[src/rtl/rect_cmd_sequencer_pkg.sv]
// -----------------------------------------------------------------------------
// rect_cmd_sequencer_pkg
// Shared definitions for the rectangle command sequencer:
//   - default queue depth and colour width
//   - coordinate/size field width and packed command payload layout
//   - sequencer FSM state encoding
//   - helper that flags commands with a zero dimension
// -----------------------------------------------------------------------------
package rect_cmd_sequencer_pkg;

   localparam int FIFO_DEPTH_DEFAULT = 4;
   localparam int COLOUR_W_DEFAULT   = 3;
   localparam int COORD_W            = 8;

   // Payload layout, LSB first: x, y, w, h, then colour above GEOM_W.
   localparam int GEOM_W = 4 * COORD_W;

   typedef enum logic [1:0] {
      ST_IDLE    = 2'd0,
      ST_LOAD    = 2'd1,
      ST_DRAW    = 2'd2,
      ST_RELEASE = 2'd3
   } seq_state_t;

   // The rasteriser counts until it reaches width/height, so a zero
   // dimension would never finish; such commands are dropped instead.
   function automatic logic is_degenerate(input logic [COORD_W-1:0] w,
                                          input logic [COORD_W-1:0] h);
      return (w == '0) || (h == '0);
   endfunction

endpackage

[src/rtl/rect_cmd_sequencer_fifo.sv]
// -----------------------------------------------------------------------------
// rect_cmd_fifo
// Synchronous first-word-fall-through FIFO holding packed draw commands.
// Ports:
//   clk, reset      clock, synchronous active-high reset
//   push, push_data write request and payload (ignored when full)
//   pop             remove the head entry (ignored when empty)
//   head_data       current head entry, valid whenever empty is low
//   count           number of stored entries (0..DEPTH)
//   full, empty     status flags derived from count
// -----------------------------------------------------------------------------
module rect_cmd_fifo #(
   parameter  int DEPTH = 4,
   parameter  int WIDTH = 35,
   localparam int PTR_W = $clog2(DEPTH),
   localparam int CNT_W = PTR_W + 1
) (
   input  logic             clk,
   input  logic             reset,
   input  logic             push,
   input  logic [WIDTH-1:0] push_data,
   input  logic             pop,
   output logic [WIDTH-1:0] head_data,
   output logic [CNT_W-1:0] count,
   output logic             full,
   output logic             empty
);

   logic [WIDTH-1:0] mem [DEPTH];
   logic [PTR_W-1:0] wr_ptr_reg;
   logic [PTR_W-1:0] rd_ptr_reg;
   logic [CNT_W-1:0] count_reg;
   logic             push_ok;
   logic             pop_ok;

   assign full    = (count_reg == CNT_W'(DEPTH));
   assign empty   = (count_reg == '0);
   assign push_ok = push & ~full;
   assign pop_ok  = pop & ~empty;
   assign count   = count_reg;

   // Head must be visible in the same cycle the sequencer pops it, so the
   // read is asynchronous; the queue is tiny and maps to distributed RAM.
   assign head_data = mem[rd_ptr_reg];

   // Storage has no reset: stale entries are never read because empty gates pops.
   always_ff @(posedge clk) begin
      if (push_ok) begin
         mem[wr_ptr_reg] <= push_data;
      end
   end

   // DEPTH is a power of two, so pointers wrap naturally at PTR_W bits.
   always_ff @(posedge clk) begin
      if (reset) begin
         wr_ptr_reg <= '0;
         rd_ptr_reg <= '0;
         count_reg  <= '0;
      end else begin
         if (push_ok) begin
            wr_ptr_reg <= wr_ptr_reg + 1'b1;
         end
         if (pop_ok) begin
            rd_ptr_reg <= rd_ptr_reg + 1'b1;
         end
         case ({push_ok, pop_ok})
            2'b10:   count_reg <= count_reg + 1'b1;
            2'b01:   count_reg <= count_reg - 1'b1;
            default: count_reg <= count_reg;
         endcase
      end
   end

endmodule

[src/rtl/rect_cmd_sequencer.sv]
// -----------------------------------------------------------------------------
// rect_cmd_sequencer
// Queues rectangle draw commands and issues them one at a time to the
// rectangle rasteriser, generating the colour and plot strobe for the VGA
// adapter.
// Ports:
//   clk, reset                          clock, synchronous active-high reset
//   cmd_valid/cmd_ready                 command handshake (transfer when both high)
//   cmd_x/cmd_y/cmd_w/cmd_h/cmd_colour  command origin, size and fill colour
//   rect_start_x/y, rect_width/height   geometry of the rectangle being drawn
//   rect_enable                         rasteriser enable
//   rect_finished                       rasteriser finished_draw
//   colour_out                          colour of the current rectangle
//   plot                                VGA write strobe for the rasteriser x/y
//   busy                                high unless idle with an empty queue
//   queue_count                         commands currently buffered
// -----------------------------------------------------------------------------
module rect_cmd_sequencer
   import rect_cmd_sequencer_pkg::*;
#(
   parameter int FIFO_DEPTH = FIFO_DEPTH_DEFAULT,
   parameter int COLOUR_W   = COLOUR_W_DEFAULT
) (
   input  logic                        clk,
   input  logic                        reset,
   input  logic                        cmd_valid,
   output logic                        cmd_ready,
   input  logic [7:0]                  cmd_x,
   input  logic [7:0]                  cmd_y,
   input  logic [7:0]                  cmd_w,
   input  logic [7:0]                  cmd_h,
   input  logic [COLOUR_W-1:0]         cmd_colour,
   output logic [7:0]                  rect_start_x,
   output logic [7:0]                  rect_start_y,
   output logic [7:0]                  rect_width,
   output logic [7:0]                  rect_height,
   output logic                        rect_enable,
   input  logic                        rect_finished,
   output logic [COLOUR_W-1:0]         colour_out,
   output logic                        plot,
   output logic                        busy,
   output logic [$clog2(FIFO_DEPTH):0] queue_count
);

   localparam int PAYLOAD_W = GEOM_W + COLOUR_W;

   seq_state_t             state_reg;
   logic [PAYLOAD_W-1:0]   push_payload;
   logic [PAYLOAD_W-1:0]   head_payload;
   logic                   fifo_full;
   logic                   fifo_empty;
   logic                   push;
   logic                   pop;
   logic [COORD_W-1:0]     head_x;
   logic [COORD_W-1:0]     head_y;
   logic [COORD_W-1:0]     head_w;
   logic [COORD_W-1:0]     head_h;
   logic [COLOUR_W-1:0]    head_colour;

   // Ready depends only on the registered count, so a push against a full
   // queue waits one cycle even if the sequencer pops on that same edge.
   assign cmd_ready    = ~fifo_full;
   assign push         = cmd_valid & cmd_ready;
   assign pop          = (state_reg == ST_LOAD);
   assign push_payload = {cmd_colour, cmd_h, cmd_w, cmd_y, cmd_x};

   assign head_x      = head_payload[0*COORD_W +: COORD_W];
   assign head_y      = head_payload[1*COORD_W +: COORD_W];
   assign head_w      = head_payload[2*COORD_W +: COORD_W];
   assign head_h      = head_payload[3*COORD_W +: COORD_W];
   assign head_colour = head_payload[GEOM_W +: COLOUR_W];

   rect_cmd_fifo #(
      .DEPTH (FIFO_DEPTH),
      .WIDTH (PAYLOAD_W)
   ) u_fifo (
      .clk       (clk),
      .reset     (reset),
      .push      (push),
      .push_data (push_payload),
      .pop       (pop),
      .head_data (head_payload),
      .count     (queue_count),
      .full      (fifo_full),
      .empty     (fifo_empty)
   );

   always_ff @(posedge clk) begin
      if (reset) begin
         state_reg    <= ST_IDLE;
         rect_start_x <= '0;
         rect_start_y <= '0;
         rect_width   <= '0;
         rect_height  <= '0;
         colour_out   <= '0;
         rect_enable  <= 1'b0;
      end else begin
         case (state_reg)
            ST_IDLE: begin
               if (!fifo_empty) begin
                  state_reg <= ST_LOAD;
               end
            end
            ST_LOAD: begin
               // Geometry and colour are captured here and stay frozen
               // until the next LOAD, so they are stable throughout DRAW.
               rect_start_x <= head_x;
               rect_start_y <= head_y;
               rect_width   <= head_w;
               rect_height  <= head_h;
               colour_out   <= head_colour;
               if (is_degenerate(head_w, head_h)) begin
                  state_reg <= ST_IDLE;
               end else begin
                  state_reg   <= ST_DRAW;
                  rect_enable <= 1'b1;
               end
            end
            ST_DRAW: begin
               if (rect_finished) begin
                  state_reg   <= ST_RELEASE;
                  rect_enable <= 1'b0;
               end
            end
            ST_RELEASE: begin
               // One cycle with enable low lets the rasteriser clear its
               // counters and finished flag before the next rectangle.
               state_reg <= ST_IDLE;
            end
            default: begin
               state_reg   <= ST_IDLE;
               rect_enable <= 1'b0;
            end
         endcase
      end
   end

   // Suppressing plot while finished is high avoids repeating the last pixel.
   assign plot = (state_reg == ST_DRAW) & rect_enable & ~rect_finished;
   assign busy = (state_reg != ST_IDLE) | ~fifo_empty;

endmodule

[config.mk]
export PLATFORM = sky130hd
export DESIGN_NAME = rect_cmd_sequencer
export DESIGN_NICKNAME = d
export VERILOG_FILES = /design/src/rtl/rect_cmd_sequencer_pkg.sv /design/src/rtl/rect_cmd_sequencer_fifo.sv /design/src/rtl/rect_cmd_sequencer.sv
export SDC_FILE = /design/constraint.sdc
export NUM_CORES = 1
export LEC_CHECK = 0
export CORE_MARGIN = 1.5
export CORE_UTILIZATION = 30
export CTS_CLUSTER_SIZE = 14
export DETAILED_ROUTE_END_ITERATION = 8
export GPL_ROUTABILITY_DRIVEN = 0
export HOLD_SLACK_MARGIN = 0.12
export PLACE_DENSITY_LB_ADDON = 0.05
export SLEW_MARGIN = 30
export SYNTH_ARGS = -nofsm -noshare
export SYNTH_HDL_FRONTEND = slang
export SYNTH_HIERARCHICAL = 1
export SYNTH_SLANG_ARGS = --single-unit
[constraint.sdc]
create_clock -name clk -period 6.5 [get_ports clk]
set_input_delay 1.625 -clock clk [delete_from_list [all_inputs] [get_ports clk]]
set_output_delay 1.625 -clock clk [all_outputs]
set_load 0.01 [all_outputs]
Word-level counts from Yosys, hierarchy flattened
Memory sizes are Yosys's and may differ from the RTL's. A register that Yosys moved wholly into a read port is not among the register bits.
Index checks and enable logic that the tools add are counted.
{"block": "word_totals", "wordCells": 55, "mem_bits_rw": 140, "out_inout_bits": 42, "memories": 1, "in_bits": 39, "reg_bits": 45}
{"block": "classes", "bitwise": 9, "mux": 12, "n_addsub": 4, "n_eq_ne": 9, "reduce_logical": 10}
{"memory": "u_fifo.mem", "words": 4, "width": 35, "rd": 1, "rd_clocked_by_memory_dff": 1, "wr": 1, "line": "rect_cmd_sequencer_fifo.sv:29", "source": "logic [WIDTH-1:0] mem [DEPTH];"}
{"cell": "$logic_not 8->1", "count": 2}
{"cell": "$mux 2", "count": 5}
{"cell": "$pmux 2 s4", "count": 1}
{"cell": "$eq 2x2->1 const B", "count": 3}
{"cell": "$ne 2x2->1 const B", "count": 3}
{"cell": "$pmux 3 s2", "count": 1}
{"cell": "$reduce_bool 2->1", "count": 3}
{"cell": "$and 1x1->1", "count": 5}
{"cell": "$add 2x1->2 const B", "count": 2}
{"cell": "$eq 2x1->1 const B", "count": 2}
{"cell": "$mux 1", "count": 4}
{"cell": "$add 3x1->3 const B", "count": 1}
{"cell": "$eq 3x3->1 const B", "count": 1}
{"cell": "$logic_not 3->1", "count": 1}
{"cell": "$not 1->1", "count": 3}
{"cell": "$reduce_and 3->1", "count": 1}
{"cell": "$sub 3x1->3 const B", "count": 1}
{"cell": "$logic_not 2->1", "count": 1}
{"cell": "$pmux 1 s2", "count": 1}
{"cell": "$reduce_and 2->1", "count": 1}
{"cell": "$logic_or 1x1->1", "count": 1}
{"cell": "$or 1x1->1", "count": 1}

Depth between registers and ports, before layout
Gate-level depths: netlist of the first run.
{"block": "logic_depth", "depth_word": 6, "mapped_depth": 12, "mapped_depth_nobuf": 11}

Modules after synthesis
The synthesis of the first run kept the hierarchy.
{"module": "rect_cmd_fifo", "seq_area_each_um2": 4384.2, "n_inst": 1, "cells_per_inst": 237, "area_per_inst_um2": 5587.9}
{"module": "rect_cmd_sequencer", "seq_area_each_um2": 760.7, "n_inst": 1, "cells_per_inst": 175, "area_per_inst_um2": 1465.2}

Least setup slack after synthesis of the first run
No wires, ideal clock.
{"block": "synth_path", "path_type": "input -> output", "startpoint": "input port rect_finished", "endpoint": "output port plot", "arrival_time_ps": 2063, "slack_ps": 2812, "stages": 1, "required_time_ps": 4875, "path_cell_list": "nor4b_1"}
{"block": "synth_between", "elab_chain_len": 2}
{"item": "from (decl)", "line": "rect_cmd_sequencer.sv:38", "source": "input logic rect_finished,"}
{"item": "$not 1->1", "line": "rect_cmd_sequencer.sv:139", "source": "assign plot = (state_reg == ST_DRAW) & rect_enable & ~rect_finished;"}
{"item": "$and 1x1->1", "line": "rect_cmd_sequencer.sv:139"}
{"item": "to (decl)", "line": "rect_cmd_sequencer.sv:40", "source": "output logic plot,"}
Every way passes these cells.

Final worst setup path of the first run
Ends and elaborated chain as after synthesis.

==> metrics, run 1 <==
Yosys reg bits 187; CTS Buf Count 17; sequential fraction of the synthesis area 0.729; Detail Route Antenna Nets 0; DRT iter0 DRCs 193; Slew @ Worst Pin 765 ps; Crit. Startpoint rect_finished; Slew headroom 0.490; largest net degree at the start of global routing 49; Crit Path Max Fanout 3; Hold-fix buffers, CTS 0; sw power 0.929 mW; Non-Filler Instances 821; Setup violations, final 0; Post-Syn Nets 457; most frequent cells in the layout edfxtp_1 (140), clkdlybuf4s50_1 (79), nand2_1 (72), dfxtp_1 (45); Mapped Avg Cell Area 17.1 um2; max FFs per register 140; Placed Area 8100 um2; initial antenna violation count 0; Skew-Pair Late Insertion Delay 430 ps; grt total ovfl 0; H-tree Lvls 4; post-CTS sizing 0; via count 3637; Startpoint Class input pin; DRC Markers 0; Cell variety after synth 37; pre-CTS setup slack 1930 ps; r2r endpoint u_fifo/count[2]; detailed-router iteration count before antenna repair 4; post-DP HPWL 8550 um; final worst slack 1960 ps; final total power 3.34 mW; Leak 2.76 nW; Max Buffers Root-to-Sink 2; status completed; RSZ-0062 raised after global routing no; clock network power share 0.325; crit path to plot; WS Path Type input pin to output pin; most common cell after layout, fill and taps aside edfxtp_1; fill cell count 2189; Ports 81; Hold Crit Class flop to flop; Core Region 22800 um2; WP data arrival 2920 ps; Mapped Area 7050 um2; worst r2r path cells 11; YS warnings 6; Seq pwr share 0.456; post-route cell area 8720 um2; sw frac 0.278; total of max-cap violations 0; Fin Setup TNS 0 ps; die width 156 um; Die Y 156 um; clock sink count 187; die area 24400 um2; Tcrit/Tclk final 0.699; TritonCTS clock tree yes; R2R Setup Slk 3890 ps; GRT Util Overall 0.134; Starting Density 0.309; minimum clock period 4540 ps; fin. max-slew vios 0; antenna diode count 0; VDD IR max 163 uV; Top reg by flops u_fifo/mem; Fin Clk Skew 9.99 ps; Combinational Power Share 0.219; Rows 55; CP Capture Type output pin; required time of the critical path 4880 ps; per-cell routed wire length 18.4 um; ratio of cells with drive above 1 in the final layout 0.173; Mapped Cells 412; Pint 2.41 mW; # placed instances 789; fin nets 540; vias in the first global route 3890; setup bufs post-CTS 0; Max Freq 220 MHz; final hold viol count 0; total power divided by cell area 383 nW/um2; # port buffers 80; P&R area growth vs syn 23.6%; first-pass GRT wire length 23600 um; Root Buffer clkbuf_16; clock slew at reported path FFs 70 ps; vias per cell 4.43; Routed WL 15100 um
[area by class of cell]
class,count,area [um2],area share
timing repair buffer,84,826,0.0947
clock buffer,21,493,0.0565
tap,313,392,0.0449
sequential,187,5150,0.591
inverter,11,48.8,0.00560
multi-input combinational,194,1680,0.193
clock inverter,11,130,0.0149
[worst min path at each step]
stage / startpoint / endpoint / slack, ps / cells after the start
6_report: rect_start_x[5] / rect_start_x[5] / 450 / 2
5_1_grt: rect_start_y[1] / rect_start_y[1] / 480 / 2
4_1_cts: rect_start_y[4] / rect_start_y[4] / 460 / 2
3_5_place_dp: rect_start_y[4] / rect_start_y[4] / 450 / 2
3_3_place_gp: rect_start_y[4] / rect_start_y[4] / 440 / 2
2_1_floorplan: u_fifo/rd_ptr_reg[1] / flop / 460 / 2
[cells by family (layout without fill, tap and decap cells)]
family          Yosys count  after routing  share of synthesized area
mux                      36             36                      0.116
xor+xnor                  3              3                    0.00373
fa+ha+maj                 6              6                     0.0117
simple gates            102            102                     0.0646
buf+inv                  31            127                     0.0339
flops                   187            187                      0.729
compound gates           47             47                     0.0408
[metal layers]
metal	part of all wire	track usage	wire length, um
met1	0.48	0.181	7180
met2	0.48	0.215	7240
met3	0.035	0.0343	534
met4	0.0084	0.0367	127
met5	0	0	0
[power by group through the flow]
stage                     clock network, mW  logic, mW  registers [mW]
after floorplan                           0      0.465            1.56
after global placement                    0      0.755            1.54
after detailed placement                  0      0.758            1.55
after CTS                              1.12      0.760            1.52
after global routing                   1.17      0.817            1.54
final                                  1.08      0.732            1.52
[synthesized netlist by cell type, drive strengths merged]
master,n,area (um2)
buf,16,174
clkbuf,4,16.3
nor2,9,33.8
ha,5,62.6
nand2b,3,18.8
and2,4,25.0
a211o,1,8.76
a21oi,40,238
fa,1,20.0
nand2,72,270
mux2i,1,10.0
nor4b,1,8.76
o32ai,1,8.76
nor3,2,15.0
o21ai,4,20.0
edfxtp,140,4200
inv,11,48.8
o31ai,1,12.5
xor2,3,26.3
nor3b,1,12.5
or3,3,18.8
nand3b,2,15.0
or4,2,18.8
mux4,35,807
nor2b,1,6.26
dfxtp,47,941
nor4,2,12.5
[worst max-delay path, cell delays in order]
cell and delay, ps:
clkdlybuf4s50_1 440, nor4b_1 260, clkdlybuf4s50_1 590
[stage by stage]
step	hold slack (ps)	utilization
floorplan	459	-
global route	483	0.382
detailed placement	449	0.354
global placement	445	0.354
finish	454	0.382
CTS	459	0.382
Power figures use the tool's default switching activity.
==> run 2: changes to the inputs <==
clock period = 4.45 ns   (was 6.5 ns; I/O delays follow)
==> metrics, run 2 (same netlist as run 1, synthesis figures left out) <==
final hold viol count 0 (unchanged); fin nets 544 (+0.74%); post-CTS sizing 0 (unchanged); total of max-cap violations 0 (unchanged); Max Freq 284 MHz; Routed WL 15000 um (-0.51%); clock slew at reported path FFs 70 ps (about the same); Fin Setup TNS 0 ps (unchanged); status completed; most used cell, CP clkdlybuf4s50_1; antenna diode count 0 (unchanged); vias in the first global route 4018 (+3.3%); Core Region 22800 um2 (unchanged); Worst Hold Path Cells 2 (unchanged); DRT iter0 DRCs 177 (-8.3%); CTS Buf Count 17 (unchanged); # port buffers 80 (unchanged); detailed-router iteration count before antenna repair 5 (+1); post-DP HPWL 9290 um (+8.6%); RSZ-0062 raised after global routing no; clock sink count 187 (unchanged); initial antenna violation count 0 (unchanged); clock network power share 0.293 (-0.032); vias per cell 4.48 (+1.1%); per-cell routed wire length 18.2 um (-0.99%); Root Buffer clkbuf_16; VDD IR max 221 uV (+35%); Ports 81 (unchanged); Fin Clk Skew 9.08 ps (-0.910 ps); Seq pwr share 0.481 (+0.025); Top reg by flops u_fifo/mem; fill cell count 2206 (+0.78%); WP data arrival 2410 ps (-510 ps); via count 3696 (+1.6%); Crit path largest cell delay 590 ps (about the same); total power divided by cell area 538 nW/um2 (+41%); Pint 3.36 mW (+40%); most common cell after layout, fill and taps aside edfxtp_1; largest net degree at the start of global routing 38 (-22%); Die Y 156 um (unchanged); max FFs per register 140 (unchanged); Rows 55 (unchanged); Setup violations, final 0 (unchanged); Crit Path Max Fanout 3 (unchanged); pre-CTS setup slack 915 ps (-1020 ps); Slew headroom 0.590 (+0.0999); final total power 4.69 mW (+40%); minimum clock period 3520 ps; Tcrit/Tclk final 0.792; Skew-Pair Late Insertion Delay 420 ps (about the same); R2R Setup Slk 2040 ps (-1850 ps); fin. max-slew vios 0 (unchanged); setup bufs post-CTS 0 (unchanged); Max Buffers Root-to-Sink 2 (unchanged); sw power 1.33 mW (+43%); Starting Density 0.309 (unchanged); WS Path Type input pin to output pin; WP buf/inv 2 (unchanged); most frequent cells in the layout edfxtp_1 (140), clkdlybuf4s50_1 (79), nand2_1 (72), dfxtp_1 (45); GRT Util Overall 0.133 (-0.00162); TritonCTS clock tree yes; final worst slack 928 ps (-1030 ps); Endpoint, Worst Hold rect_start_x[2]; Startpoint Class input pin; Hold Crit Start rect_start_x[2]; first-pass GRT wire length 23500 um (-0.44%); ratio of cells with drive above 1 in the final layout 0.174 (+0.000600); CP cell instances clkdlybuf4s50_1, nor4b_1, clkdlybuf4s50_1; die area 24400 um2 (unchanged); Combinational Power Share 0.226 (+0.007); Detail Route Antenna Nets 0 (unchanged); DRC Markers 0 (unchanged); sw frac 0.283 (+0.00480); worst r2r path cells 11 (unchanged); Slew @ Worst Pin 615 ps (-150 ps); Leak 2.72 nW (-1.6%); Hold-fix buffers, CTS 0 (unchanged); P&R area growth vs syn 23.5%; FF-to-FF Start u_fifo/count[2]; grt total ovfl 0 (unchanged); die width 156 um (unchanged); required time of the critical path 3340 ps (-1540 ps); CP Capture Type output pin; r2r endpoint u_fifo/count[2]; delay-heaviest family, CP buffers and inverters; Slowest cell on crit path clkdlybuf4s50_1; H-tree Lvls 4 (unchanged); Hold Crit Class flop to flop
## run 2: cell count changes in the layout (fill, tap and decap cells not counted), sizes merged
| cell | change |
|---|---|
| clkbuf | +2 |
| clkinvlp | +8 |
| inv | -3 |
| bufinv | -2 |
| clkinv | -5 |
| buf | +4 |
## run 2: worst max path at each step
| stage | from | end | slack (ps) | cells after the start |
|---|---|---|---|---|
| finish | rect_finished | plot | 930 | 3 |
| global route | rect_finished | plot | 850 | 3 |
| CTS | rect_finished | plot | 900 | 3 |
| detailed placement | rect_finished | plot | 920 | 3 |
| global placement | rect_finished | plot | 960 | 3 |
| floorplan | cmd_valid | u_fifo/mem[0][0] | 1630 | 4 |
## run 2: power groups by stage
stage	sequential (mW)	clock, mW	combinational (mW)
after global routing	2.29	1.50	1.17
after floorplan	2.28	0	0.679
after global placement	2.29	0	1.09
after detailed placement	2.30	0	1.09
after CTS	2.26	1.43	1.10
final	2.25	1.37	1.06
## run 2: cell type report
| type | instances | area (um2) | area share |
|---|---|---|---|
| Sequential cell | 187 | 5150 | 0.591 |
| Multi-Input combinational cell | 194 | 1680 | 0.193 |
| Inverter | 11 | 48.8 | 0.00560 |
| Timing Repair Buffer | 88 | 906 | 0.104 |
| Clock buffer | 23 | 468 | 0.0537 |
| Tap cell | 313 | 392 | 0.0450 |
| Clock inverter | 9 | 68.8 | 0.00790 |
## run 2: routing by layer
| metal | up-vias | wire, um | GRT usage | part of all wire |
|---|---|---|---|---|
| met1 | 1896 | 7150 | 0.175 | 0.48 |
| li1 | 1720 | - | - | - |
| met4 | 0 | 150 | 0.0395 | 0.010 |
| met3 | 13 | 377 | 0.0343 | 0.025 |
| met2 | 67 | 7330 | 0.216 | 0.49 |
| met5 | - | 0 | 0 | 0 |
## run 2: worst min-delay path, stage by stage (launching register included)
cell,delay [ps]
dfxtp_1,310
nand2_1,50
a21oi_1,50
## run 2: stage by stage
stage / hold WS [ps] / std cells / util / cell area, um2
after global placement: 443 / 793 / 0.358 / 8170
final: 455 / 825 / 0.381 / 8710
after detailed placement: 449 / 793 / 0.358 / 8170
after CTS: 459 / 825 / 0.381 / 8710
after global routing: 479 / 825 / 0.381 / 8710
after floorplan: 459 / 412 / - / 7050
